### config.mk
export PLATFORM = sky130hd
export DESIGN_NAME = dac_frame_sequencer
export DESIGN_NICKNAME = d
export VERILOG_FILES = /design/src/rtl/dac_seq_pkg.sv /design/src/rtl/spi_frame_tx.sv /design/src/rtl/dac_frame_sequencer.sv
export SDC_FILE = /design/constraint.sdc
export NUM_CORES = 1
export LEC_CHECK = 0
export CAP_MARGIN = 20
export CORE_MARGIN = 8
export CORE_UTILIZATION = 45
export DETAILED_ROUTE_END_ITERATION = 12
export PLACE_DENSITY = 0.76
export SLEW_MARGIN = 20
export SYNTH_ARGS = -nofsm -noshare
export SYNTH_HDL_FRONTEND = slang
export SYNTH_HIERARCHICAL = 1
export SYNTH_SLANG_ARGS = --single-unit
### constraint.sdc
create_clock -name clk -period 7.4 [get_ports clk]
set_input_delay 2.22 -clock clk [delete_from_list [all_inputs] [get_ports clk]]
set_output_delay 2.22 -clock clk [all_outputs]
set_load 0.02 [all_outputs]
### src/rtl/dac_seq_pkg.sv
// Shared state encodings, frame layout and frame builder for the DAC frame sequencer.
package dac_seq_pkg;

  localparam int unsigned FRAME_W  = 16;
  localparam int unsigned DATA_W   = 12;
  localparam int unsigned CNT_W    = 8;
  localparam int unsigned BIT_W    = 4;

  localparam int unsigned CH_BIT   = 15;
  localparam int unsigned GA_BIT   = 13;
  localparam int unsigned SHDN_BIT = 12;

  localparam logic CH_A = 1'b0;
  localparam logic CH_B = 1'b1;

  // SPI line phases; the frame transmitter walks IDLE/SETUP/SHIFT/HOLD.
  typedef enum logic [2:0] {
    IDLE,
    SETUP,
    SHIFT,
    HOLD,
    GAP,
    LDAC
  } state_t;

  // Sequencer phases for one sampling tick.
  typedef enum logic [2:0] {
    SEQ_IDLE,
    SEQ_FRAME_A,
    SEQ_GAP,
    SEQ_FRAME_B,
    SEQ_LDAC
  } seq_t;

  // A disabled channel is sent as a shutdown command with a zeroed data field.
  function automatic logic [FRAME_W-1:0] build_frame(
    input logic              ch,
    input logic              en,
    input logic [DATA_W-1:0] word,
    input logic              ga
  );
    logic [FRAME_W-1:0] f;
    f                 = '0;
    f[CH_BIT]         = ch;
    f[GA_BIT]         = ga;
    f[SHDN_BIT]       = en;
    f[DATA_W-1:0]     = en ? word : '0;
    return f;
  endfunction

endpackage

### src/rtl/spi_frame_tx.sv
// Serialises one 16-bit frame as SPI mode 0 with CS setup and hold of one SCK half-period each.
module spi_frame_tx
  import dac_seq_pkg::*;
#(
  parameter int unsigned SCK_DIV = 5
) (
  input  logic               clk,
  input  logic               rst,
  input  logic               start,
  input  logic [FRAME_W-1:0] frame,
  output logic               spi_cs_n,
  output logic               spi_sck,
  output logic               spi_mosi,
  output logic               done_c
);

  localparam logic [CNT_W-1:0] HALF_LAST = CNT_W'(SCK_DIV - 1);
  localparam logic [BIT_W-1:0] BIT_LAST  = BIT_W'(FRAME_W - 1);

  state_t             state_q, state_d;
  logic [CNT_W-1:0]   hcnt_q, hcnt_d;
  logic [BIT_W-1:0]   bcnt_q, bcnt_d;
  logic [FRAME_W-1:0] sreg_q, sreg_d;
  logic               cs_n_d, sck_d, mosi_d;
  logic               half_end;

  assign half_end = (hcnt_q == HALF_LAST);

  always_ff @(posedge clk or posedge rst) begin
    if (rst) begin
      state_q  <= IDLE;
      hcnt_q   <= '0;
      bcnt_q   <= '0;
      sreg_q   <= '0;
      spi_cs_n <= 1'b1;
      spi_sck  <= 1'b0;
      spi_mosi <= 1'b0;
    end else begin
      state_q  <= state_d;
      hcnt_q   <= hcnt_d;
      bcnt_q   <= bcnt_d;
      sreg_q   <= sreg_d;
      spi_cs_n <= cs_n_d;
      spi_sck  <= sck_d;
      spi_mosi <= mosi_d;
    end
  end

  always_comb begin
    state_d = state_q;
    hcnt_d  = hcnt_q + CNT_W'(1);
    bcnt_d  = bcnt_q;
    sreg_d  = sreg_q;
    cs_n_d  = spi_cs_n;
    sck_d   = spi_sck;
    mosi_d  = spi_mosi;
    done_c  = 1'b0;

    case (state_q)
      IDLE: begin
        hcnt_d = '0;
        if (start) begin
          state_d = SETUP;
          bcnt_d  = '0;
          sreg_d  = frame;
          cs_n_d  = 1'b0;
          sck_d   = 1'b0;
          mosi_d  = frame[FRAME_W-1];
        end
      end

      SETUP: begin
        if (half_end) begin
          state_d = SHIFT;
          hcnt_d  = '0;
        end
      end

      // Next bit is presented as SCK falls, so MOSI only moves at the start of a low phase.
      SHIFT: begin
        if (half_end) begin
          hcnt_d = '0;
          sck_d  = ~spi_sck;
          if (spi_sck) begin
            bcnt_d = bcnt_q + BIT_W'(1);
            sreg_d = sreg_q << 1;
            mosi_d = sreg_d[FRAME_W-1];
            if (bcnt_q == BIT_LAST) begin
              state_d = HOLD;
            end
          end
        end
      end

      HOLD: begin
        if (half_end) begin
          state_d = IDLE;
          hcnt_d  = '0;
          cs_n_d  = 1'b1;
          mosi_d  = 1'b0;
          done_c  = 1'b1;
        end
      end

      default: begin
        state_d = IDLE;
        cs_n_d  = 1'b1;
        sck_d   = 1'b0;
        mosi_d  = 1'b0;
      end
    endcase
  end

endmodule

### src/rtl/dac_frame_sequencer.sv
// Per sampling tick, sends channel A then channel B frames to a dual SPI DAC and pulses LDAC;
// ticks arriving while a sequence is in flight are dropped and counted.
module dac_frame_sequencer
  import dac_seq_pkg::*;
#(
  parameter int unsigned SCK_DIV = 5,
  parameter int unsigned CS_GAP  = 4,
  parameter int unsigned LDAC_W  = 3,
  parameter int unsigned GAIN_1X = 1
) (
  input  logic              clk,
  input  logic              rst,
  input  logic              clk_sampling,
  input  logic              enableA,
  input  logic              enableB,
  input  logic [DATA_W-1:0] dacA_word,
  input  logic [DATA_W-1:0] dacB_word,
  input  logic              ovr_clr,
  output logic              spi_cs_n,
  output logic              spi_sck,
  output logic              spi_mosi,
  output logic              dac_ldac_n,
  output logic              busy,
  output logic              overrun,
  output logic [CNT_W-1:0]  ovr_count
);

  localparam logic [CNT_W-1:0] GAP_LAST  = CNT_W'(CS_GAP - 1);
  localparam logic [CNT_W-1:0] LDAC_LEN  = CNT_W'(LDAC_W);
  localparam logic [CNT_W-1:0] LDAC_LAST = CNT_W'(LDAC_W + 1);
  localparam logic [CNT_W-1:0] OVR_MAX   = '1;
  localparam logic             GA        = 1'(GAIN_1X);

  seq_t               seq_q, seq_d;
  logic [CNT_W-1:0]   cnt_q, cnt_d;
  logic [FRAME_W-1:0] frame_b_q, frame_b_d;
  logic               busy_d, ldac_n_d, overrun_d;
  logic [CNT_W-1:0]   ovr_count_d;
  logic               tx_start_c, tx_done_c, tick_drop_c;
  logic [FRAME_W-1:0] tx_frame_c;

  spi_frame_tx #(
    .SCK_DIV (SCK_DIV)
  ) u_tx (
    .clk      (clk),
    .rst      (rst),
    .start    (tx_start_c),
    .frame    (tx_frame_c),
    .spi_cs_n (spi_cs_n),
    .spi_sck  (spi_sck),
    .spi_mosi (spi_mosi),
    .done_c   (tx_done_c)
  );

  always_ff @(posedge clk or posedge rst) begin
    if (rst) begin
      seq_q      <= SEQ_IDLE;
      cnt_q      <= '0;
      frame_b_q  <= '0;
      busy       <= 1'b0;
      dac_ldac_n <= 1'b1;
      overrun    <= 1'b0;
      ovr_count  <= '0;
    end else begin
      seq_q      <= seq_d;
      cnt_q      <= cnt_d;
      frame_b_q  <= frame_b_d;
      busy       <= busy_d;
      dac_ldac_n <= ldac_n_d;
      overrun    <= overrun_d;
      ovr_count  <= ovr_count_d;
    end
  end

  always_comb begin
    seq_d       = seq_q;
    cnt_d       = cnt_q;
    frame_b_d   = frame_b_q;
    busy_d      = busy;
    ldac_n_d    = 1'b1;
    overrun_d   = overrun;
    ovr_count_d = ovr_count;
    tx_start_c  = 1'b0;
    tx_frame_c  = frame_b_q;
    tick_drop_c = clk_sampling && (seq_q != SEQ_IDLE);

    case (seq_q)
      // Both channels are snapshotted here; later input changes cannot reach the DAC.
      SEQ_IDLE: begin
        if (clk_sampling) begin
          seq_d      = SEQ_FRAME_A;
          busy_d     = 1'b1;
          tx_start_c = 1'b1;
          tx_frame_c = build_frame(CH_A, enableA, dacA_word, GA);
          frame_b_d  = build_frame(CH_B, enableB, dacB_word, GA);
        end
      end

      SEQ_FRAME_A: begin
        if (tx_done_c) begin
          seq_d = SEQ_GAP;
          cnt_d = '0;
        end
      end

      // Start frame B on the last gap cycle so CS stays high exactly CS_GAP cycles.
      SEQ_GAP: begin
        cnt_d = cnt_q + CNT_W'(1);
        if (cnt_q == GAP_LAST) begin
          seq_d      = SEQ_FRAME_B;
          tx_start_c = 1'b1;
        end
      end

      SEQ_FRAME_B: begin
        if (tx_done_c) begin
          seq_d = SEQ_LDAC;
          cnt_d = '0;
        end
      end

      // One settle cycle after CS rises, LDAC_W cycles low, one release cycle.
      SEQ_LDAC: begin
        cnt_d    = cnt_q + CNT_W'(1);
        ldac_n_d = (cnt_q >= LDAC_LEN);
        if (cnt_q == LDAC_LAST) begin
          seq_d  = SEQ_IDLE;
          busy_d = 1'b0;
        end
      end

      default: begin
        seq_d  = SEQ_IDLE;
        busy_d = 1'b0;
      end
    endcase

    // A drop coinciding with a clear leaves exactly that one drop recorded.
    if (tick_drop_c) begin
      overrun_d = 1'b1;
      if (ovr_clr) begin
        ovr_count_d = CNT_W'(1);
      end else if (ovr_count != OVR_MAX) begin
        ovr_count_d = ovr_count + CNT_W'(1);
      end
    end else if (ovr_clr) begin
      overrun_d   = 1'b0;
      ovr_count_d = '0;
    end
  end

endmodule

## Word level (Yosys, flattened, before mapping)

Cells that the tools add are included.

- Output and inout port bits: 14
- Bits in registers: 69
- Word-level logic and storage cells: 126

- Equality and inequality tests: 24
- Bitwise logic cells: 5
- $add $sub $neg: 4
- Reduce and logical (&&, ||, !) cells: 24
- Multiplexer cells: 54
- Order comparisons: 1

Operators with widths:

| cell | number |
|---|---|
| 8-bit 2-to-1 mux | 6 |
| 15-bit 2-to-1 mux | 3 |
| 3-bit 2-to-1 mux | 11 |
| 16-bit 2-to-1 mux | 2 |
| 8-bit one-hot mux with 2 select lines | 2 |
| 15-bit one-hot mux with 2 select lines | 1 |
| 8-bit by 1-bit adder with 8-bit output (second input constant) | 3 |
| 12-bit 2-to-1 mux | 2 |
| 8-bit by 3-bit == test with 1-bit output (second input constant) | 2 |
| 1-bit 2-to-1 mux | 16 |
| 3-bit one-hot mux with 5 select lines | 1 |
| 3-bit by 2-bit == test with 1-bit output (second input constant) | 4 |
| 4-bit 2-to-1 mux | 3 |
| 2-bit by 1-bit != test with 1-bit output (second input constant) | 6 |
| 2-bit != test (second input constant) | 6 |
| 3-bit one-hot mux with 4 select lines | 1 |
| 5-bit AND reduction | 2 |
| 1-bit one-hot mux with 3 select lines | 3 |
| 3-bit AND reduction | 3 |
| 8-bit by 2-bit == test with 1-bit output (second input constant) | 1 |
| 8-bit by 2-bit greater-or-equal comparator with 1-bit output (second input constant) | 1 |
| 8-bit != test (second input constant) | 1 |
| 4-bit one-hot mux with 2 select lines | 1 |
| 2-bit nonzero test | 4 |
| 15 further kinds | 27 |

## Depth between registers and ports, before layout

Gate-level depths: netlist (run 1).

- Word-level depth: 5
- Gate-level depth with buffers: 10
- Depth with buffers taken out: 8

## Modules after synthesis

Netlist (run 1), hierarchy kept.

By module, submodules not included:

| module | cells an instance | area each (µm²) | times used | sequential area each (µm²) |
|---|---|---|---|---|
| dac_frame_sequencer | 185 | 1866.8 | 1 | 902.1 |
| spi_frame_tx | 182 | 1714.1 | 1 | 802.0 |

## Worst setup path before layout (run 1)

Ideal clock, no wire load.

- Path type: input-to-reg
- Start point: input clk_sampling
- End point: register u_tx.sreg_q[10]
- Cell stages on the path: 8
- Slack: 3492 ps
- Arrival: 3837 ps
- Path buffers: 1
- Cells stage by stage: nor2b_1 > a31oi_1 > nor3_1 > nor2b_1 > o41ai_4 > buf_6 > nor2_1 > nor2_1

- Word-level cells in the longest chain between the ends: 4
- Elaborated cells on any way between the ends: 8
- Classes of those cells: eq/ne (1); mux (6); reduce/logical (1)

Ends and longest elaborated chain:

| item | line | RTL |
|---|---|---|
| start: declaration | dac_frame_sequencer.sv:13 | `input logic clk_sampling,` |
| 1-bit 2-to-1 mux | dac_frame_sequencer.sv:90 | `if (clk_sampling) begin` |
| 1-bit one-hot mux with 2 select lines | dac_frame_sequencer.sv:87 | `case (seq_q)` |
| via tx_start_c | dac_frame_sequencer.sv:39 | `logic tx_start_c, tx_done_c, tick_drop_c;` |
| 2-bit != test (no line) | n/a |  |
| 4-bit AND reduction (no line) | n/a |  |
| end signal: assignment | spi_frame_tx.sv:42 | `sreg_q <= sreg_d;` |
| end: declaration | spi_frame_tx.sv:23 | `logic [FRAME_W-1:0] sreg_q, sreg_d;` |

The timed path passes the listed nets, and every way through them passes these cells. The select of a mux whose other input is x is not followed.
A chain may end at the register's enable or synchronous reset.

## Worst setup path in the final report (run 1)

- Start point: input clk_sampling
- End point: register u_tx.sreg_q[13]

The elaborated chain is that of the path after synthesis.

==> run_results.csv, run 1 <==
group,metric,value,unit
run_status,status,"completed",
timing,timing.final.crit_share,63.8,%
drt,firstDrtPassIters,4,
layout,mostFrequentLayoutCell,"sky130_fd_sc_hd__dfrtp_1",
drt,vias_per_cell,5.79,
critical_path,worst_ep_arrival_time,5000,ps
place,place.detailed.hpwl,5.61,mm
place,globalplace.congestion,0.830,
clocking,later_pin_clock_latency_in_the_skew_report,350,ps
clocking,cts.reportedPaths.clkPinSlew,80,ps
clocking,cts_inserted_buffers,9,
critical_path,crit_path_end_kind,"flip-flop",
yosys,async_sr_flop_fraction,100,%
timing,finalWorstSetupSlack,2680,ps
yosys,yosys.area.top_type_share,46.1,%
drt,drt-initial-drc-count,170,
critical_path,critical_path.max_fanout,14,
grt,grt_max_degree,33,
layout,layout.cells.non_filler,513,
yosys,cell_count_after_synthesis,367,
place,detailed_place.area,4060,um2
die,row_count,32,
layout,finalNetCount,447,
timing,timing.setup.tns,0,ps
die,fp.dieW,105,um
yosys,syn_area_per_cell,9.76,um2
yosys,number_of_flops_mapped_to_enable_cells_by_yosys,0,
timing,fmaxAchievable,212,MHz
power_and_ir_drop,cellPowerDensity,171,nW/um2
timing,finalClockSkew,16.3,ps
timing,worst-slew-pin-transition,944,ps
timing,rsz0062_at_grt,"false",
critical_path,worst_ep_required_time,7680,ps
clocking,clock-sinks,68,
power_and_ir_drop,sw_frac_of_total,24.2,%
timing,final.min_clock_period,4720,ps
place,detailedPlace.worstSlack,2370,ps
die,floorplan.initialDensity,46.3,%
grt,grt_first_pass_wirelength,13.8,mm
yosys,yosys_register_bits,68,
timing,hold_viol,0,
place,io_port_bufs,43,
clocking,htree_levels,3,
drt,routed_wl,7.99,mm
timing,finalMaxSlewViolations,0,
power_and_ir_drop,irDropWorstVdd,0.103,mV
worst_hold_path,worstHoldPathType,"flip-flop to flip-flop",
yosys,synth-main-ff-cell,"sky130_fd_sc_hd__dfrtp_1",
clocking,post_cts_buffers,0,
layout,utilization,55.2,%
clocking,cts_resized,0,
layout,proportion_of_layout_cells_with_a_drive_suffix_above_1,7.54,%
yosys,post_synth_num_cell_types,58,
place,placed_cells_incl_taps,497,
die,ioPinCount,44,
layout,mostFrequentLayoutCells,"sky130_fd_sc_hd__dfrtp_1, sky130_fd_sc_hd__nor2_1, sky130_fd_sc_hd__clkdlybuf4s50_1",
power_and_ir_drop,power.share.clock,43.5,%
yosys,synth_top_cells_by_area,"sky130_fd_sc_hd__dfrtp_1, sky130_fd_sc_hd__a22o_1, sky130_fd_sc_hd__nor2_1",
timing,setup_violations,0,
yosys,synthDominantAreaCellType,"sky130_fd_sc_hd__dfrtp_1",
yosys,synthesis.yosys.warnings,6,
critical_path,path_class,"input port to flip-flop",
power_and_ir_drop,net-switching-power,177,uW
drt,routed-via-count,2968,
yosys,mappedNetlistArea,3580,um2
power_and_ir_drop,comb_power_share,5.1,%
clocking,clock_tree_from_tritoncts,"done",
power_and_ir_drop,cellInternalPower,554,uW
power_and_ir_drop,power.share.sequential,51.3,%
yosys,post_synth_net_total,408,
grt,grt_antenna_before_repair,0,
grt,grt_overflow,0,
drt,remaining_drc_errors,0,
layout,syn2layout_area_growth,19.1,%
die,dieArea,11100,um2
layout,antenna_cells_inserted,0,
die,dieHeight,105,um
yosys,part_of_the_yosys_area_used_for_sequential_elements,47.6,%
clocking,cts_hold_repair.buffers,0,
grt,grt_pass1_vias,2870,
drt,count_of_antenna_violating_nets_left_after_detailed_routing,0,
critical_path,cp-start-kind,"input port",
die,placeableCoreArea,7730,um2
layout,final_area,4270,um2
drt,routedWlPerCell,15.6,um
grt,globalRouteTotalUtil,15.0,%
power_and_ir_drop,power_leakage,0.00186,uW
clocking,clk_root_buffer_cell,"sky130_fd_sc_hd__clkbuf_8",
clocking,clock_path_buffers,2,
timing,worst_slew_margin_relative_to_its_limit,36.9,%
job,max_cap_violations,0,
-- synthesized netlist by cell type, types with 3 or more instances --
| cell | n |
|---|---|
| sky130_fd_sc_hd__a211oi_1 | 3 |
| sky130_fd_sc_hd__o22ai_1 | 17 |
| sky130_fd_sc_hd__buf_6 | 3 |
| sky130_fd_sc_hd__inv_1 | 15 |
| sky130_fd_sc_hd__a21o_1 | 4 |
| sky130_fd_sc_hd__ha_1 | 11 |
| sky130_fd_sc_hd__a22o_1 | 25 |
| sky130_fd_sc_hd__nor2b_1 | 3 |
| sky130_fd_sc_hd__xor2_1 | 7 |
| sky130_fd_sc_hd__or3_1 | 5 |
| sky130_fd_sc_hd__mux2i_1 | 4 |
| sky130_fd_sc_hd__o21ai_0 | 13 |
| sky130_fd_sc_hd__and3_1 | 7 |
| sky130_fd_sc_hd__nand3_1 | 13 |
| sky130_fd_sc_hd__dfrtp_1 | 66 |
| sky130_fd_sc_hd__nand2_1 | 18 |
| sky130_fd_sc_hd__nor2_1 | 51 |
| sky130_fd_sc_hd__nand2b_1 | 6 |
| sky130_fd_sc_hd__nor3_1 | 6 |
| sky130_fd_sc_hd__a21oi_1 | 20 |
| sky130_fd_sc_hd__o31ai_1 | 3 |
| sky130_fd_sc_hd__clkbuf_1 | 9 |
| sky130_fd_sc_hd__nand4_1 | 3 |
| sky130_fd_sc_hd__or4_1 | 4 |
| sky130_fd_sc_hd__or2_2 | 3 |
-- flip-flops by register name, summed over array words and instances (netlist names) --
| register | count |
|---|---|
| overrun | 1 |
| u_tx/spi_cs_n | 1 |
| u_tx/sreg_q | 15 |
| u_tx/bcnt_q | 4 |
| busy | 1 |
| seq_q | 3 |
| frame_b_q | 14 |
| cnt_q | 8 |
| u_tx/state_q | 2 |
| dac_ldac_n | 1 |
| u_tx/spi_sck | 1 |
| u_tx/spi_mosi | 1 |
| u_tx/hcnt_q | 8 |
| ovr_count | 8 |
-- path summary, 6_finish.rpt --
check                         startpoint               to  slack (ps)  depth (start not counted)
max                         clk_sampling  u_tx/sreg_q[13]        2680                          8
min                        frame_b_q[12]    frame_b_q[12]         490                          1
max reg2reg                     cnt_q[4]  u_tx/sreg_q[13]        4020                          8
min reg2reg                frame_b_q[12]    frame_b_q[12]         490                          1
max in group asynchronous            rst       dac_ldac_n        4480                          3
min in group asynchronous            rst          overrun        2190                          2
-- worst max-delay path: stages --
cell and delay [ps]:
sky130_fd_sc_hd__clkdlybuf4s50_1 530, sky130_fd_sc_hd__nor2b_1 250, sky130_fd_sc_hd__a31oi_1 80, sky130_fd_sc_hd__nor3_1 600
sky130_fd_sc_hd__nor2b_1 310, sky130_fd_sc_hd__o41ai_4 790, sky130_fd_sc_hd__nor2_1 80, sky130_fd_sc_hd__nor2_1 120
-- metal layers --
layer / track usage [%] / up-vias / part of all wire [%] / wire length, um
met5: 0 / - / 0 / 0
met4: 4.79 / 0 / 0.85 / 68
met3: 5.04 / 7 / 4.9 / 395
met2: 23.7 / 74 / 47 / 3790
met1: 18.7 / 1456 / 47 / 3740
li1: - / 1431 / - / -
-- stage by stage --
step / hold slack, ps / total power (uW)
finish: 489 / 730
global route: 510 / 758
CTS: 493 / 741
detailed placement: 471 / 420
global placement: 466 / 420
floorplan: 440 / 396
-- power groups by stage --
stage,clock network (uW),logic (uW),registers (uW)
6_report,318,37.6,375
4_1_cts,328,38.4,375
3_5_place_dp,0,38.4,382
5_1_grt,341,41.8,375
3_3_place_gp,0,37.8,382
2_1_floorplan,0,12.5,384
-- cell type report --
cell class | count | area (um2)
fillers | 673 | 3460
multi-input cells | 267 | 1730
flip-flops and latches | 68 | 1700
repair buffers | 45 | 445
well taps | 102 | 128
clock buffers | 9 | 124
clock inverters | 7 | 81.3
inverters | 15 | 56.3
-- cells by family after synthesis --
family | Yosys count | share of synthesized area (%)
multiplexers | 7 | 2.06
buffers and inverters | 32 | 4.16
AO/OA/AOI/OAI | 108 | 21.8
flip-flops | 68 | 47.6
XOR/XNOR | 9 | 2.20
AND/OR/NAND/NOR | 131 | 18.3
other | 1 | 0.105
adder cells (fa/ha/maj) | 11 | 3.84
(Power assumes the default switching activity.)
==> run 2, diff against run 1 <==
Settings changed: PLACE_DENSITY 0.76 to 0.78.
Clock period 7.4 ns to 4.2 ns, I/O delays scaled along.
==> run_results.csv, run 2 (same netlist as run 1, synthesis figures left out) <==
group,metric,value,unit
run_status,status,"completed",
timing,worst_slew_margin_relative_to_its_limit,48.6,%
critical_path,cp-start-kind,"input port",
layout,mostFrequentLayoutCell,"sky130_fd_sc_hd__dfrtp_1",
critical_path,timing.critical_path.slowest_stage_cell,"sky130_fd_sc_hd__clkdlybuf4s50_1",
layout,mostFrequentLayoutCells,"sky130_fd_sc_hd__dfrtp_1, sky130_fd_sc_hd__nor2_1, sky130_fd_sc_hd__clkdlybuf4s50_1",
power_and_ir_drop,irDropWorstVdd,0.165,mV
power_and_ir_drop,cellPowerDensity,300,nW/um2
critical_path,worst_ep_arrival_time,3610,ps
drt,remaining_drc_errors,0,
clocking,cts_resized,0,
timing,fmaxAchievable,297,MHz
die,fp.dieW,105,um
timing,finalClockSkew,17.9,ps
job,max_cap_violations,0,
timing,final.min_clock_period,3360,ps
drt,vias_per_cell,5.75,
critical_path,path_class,"input port to flip-flop",
layout,utilization,55.5,%
critical_path,crit_path_end_kind,"flip-flop",
clocking,later_pin_clock_latency_in_the_skew_report,360,ps
clocking,cts_inserted_buffers,9,
power_and_ir_drop,power_leakage,0.00187,uW
drt,routed-via-count,2967,
layout,number_of_flip_flops_in_the_largest_register,15,
layout,multiInputGateArea,1730,um2
timing,timing.final.crit_share,80.0,%
layout,antenna_cells_inserted,0,
worst_hold_path,worstHoldPathType,"flip-flop to flip-flop",
place,place.detailed.hpwl,5.69,mm
die,row_count,32,
layout,final-seq-area,1700,um2
layout,syn2layout_area_growth,19.7,%
clocking,clock_path_buffers,2,
critical_path,worst_ep_required_time,4450,ps
layout,biggestRegsByFlops,"u_tx/sreg_q x15, frame_b_q x14",
clocking,htree_levels,3,
grt,grt_overflow,0,
layout,proportion_of_layout_cells_with_a_drive_suffix_above_1,8.21,%
die,placeableCoreArea,7730,um2
drt,count_of_antenna_violating_nets_left_after_detailed_routing,0,
layout,finalNetCount,450,
grt,grt_antenna_before_repair,0,
clocking,cts.reportedPaths.clkPinSlew,90,ps
drt,drt-initial-drc-count,192,
layout,regMostFlops,"u_tx/sreg_q",
clocking,clock_tree_from_tritoncts,"done",
critical_path,worst_path_largest_cell_delay,520,ps
drt,routed_wl,8.03,mm
timing,worst-slew-pin-transition,768,ps
place,io_port_bufs,43,
die,floorplan.initialDensity,46.3,%
drt,firstDrtPassIters,4,
die,dieHeight,105,um
layout,filler_cell_count,658,
clocking,post_cts_buffers,0,
place,globalplace.congestion,0.866,
grt,grt_pass1_vias,2901,
clocking,clk_root_buffer_cell,"sky130_fd_sc_hd__clkbuf_8",
timing,finalMaxSlewViolations,0,
critical_path,crit_path_cell_trace,"clkdlybuf4s50_1 > nor2b_1 > a31oi_1 > nor3_1 > buf_4 > nand2b_1 > nand4_1 > o22ai_1 > nor2_1",
grt,grt_max_degree,33,
grt,globalRouteTotalUtil,15.2,%
clocking,cts_hold_repair.buffers,0,
timing,timing.setup.tns,0,ps
clocking,clock-sinks,68,
timing,rsz0062_at_grt,"false",
die,ioPinCount,44,
critical_path,critical_path.max_fanout,14,
timing,setup_violations,0,
die,dieArea,11100,um2
timing,hold_viol,0,
drt,routedWlPerCell,15.6,um
grt,grt_first_pass_wirelength,14.0,mm
run 2: changes by cell type in the layout (fill, tap and decap cells not counted):
cell | before | now
sky130_fd_sc_hd__clkinvlp_4 | 1 | 2
sky130_fd_sc_hd__inv_6 | 4 | 3
sky130_fd_sc_hd__buf_4 | 2 | 5
run 2: final timing paths:
check	depth (start not counted)	from	end	slack, ps
setup / recovery	9	clk_sampling	u_tx/sreg_q[12]	840
min in group asynchronous	2	rst	ovr_count[1]	1200
hold reg to reg	1	frame_b_q[12]	frame_b_q[12]	490
setup reg to reg	9	cnt_q[3]	u_tx/sreg_q[12]	1300
max in group asynchronous	3	rst	cnt_q[3]	2300
hold / removal	1	frame_b_q[12]	frame_b_q[12]	490
run 2: worst max-delay path, delay by kind of cell:
family,cells,cell delay [ps]
AOI/OAI and AO/OA,2,430
buffers and inverters,2,690
and+or+nand+nor,5,1200
run 2: final cells by class:
cell class	count	share of cell area, %
Clock buffer	9	2.89
Clock inverter	7	1.87
Inverter	15	1.31
Multi-Input combinational cell	267	40.3
Sequential cell	68	39.7
Tap cell	102	2.98
Timing Repair Buffer	48	10.9
run 2: metal layers:
layer / share of wire (%) / wire, um / vias up / track usage, %
met5: 0 / 0 / - / 0
met4: 1.5 / 120 / 0 / 6.01
met3: 6.7 / 542 / 9 / 4.67
met2: 47 / 3760 / 88 / 23.4
met1: 45 / 3610 / 1433 / 19.4
li1: - / - / 1437 / -
run 2: through the flow:
stage / hold WS [ps] / instances / worst slack [ps] / instance area (um2) / power [uW]
6_report: 487 / 516 / 838 / 4290 / 1290
5_1_grt: 517 / 516 / 645 / 4290 / 1330
4_1_cts: 490 / 516 / 853 / 4290 / 1300
3_5_place_dp: 470 / 500 / 508 / 4080 / 740
3_3_place_gp: 458 / 500 / 635 / 4080 / 739
2_1_floorplan: 440 / 367 / 1250 / 3580 / 699
run 2: power breakdown:
part	total, uW	internal, uW	switching (uW)
logic	66.2	35.3	31.0
clock network	561	281	280
registers	660	657	3.32
total	1290	974	314
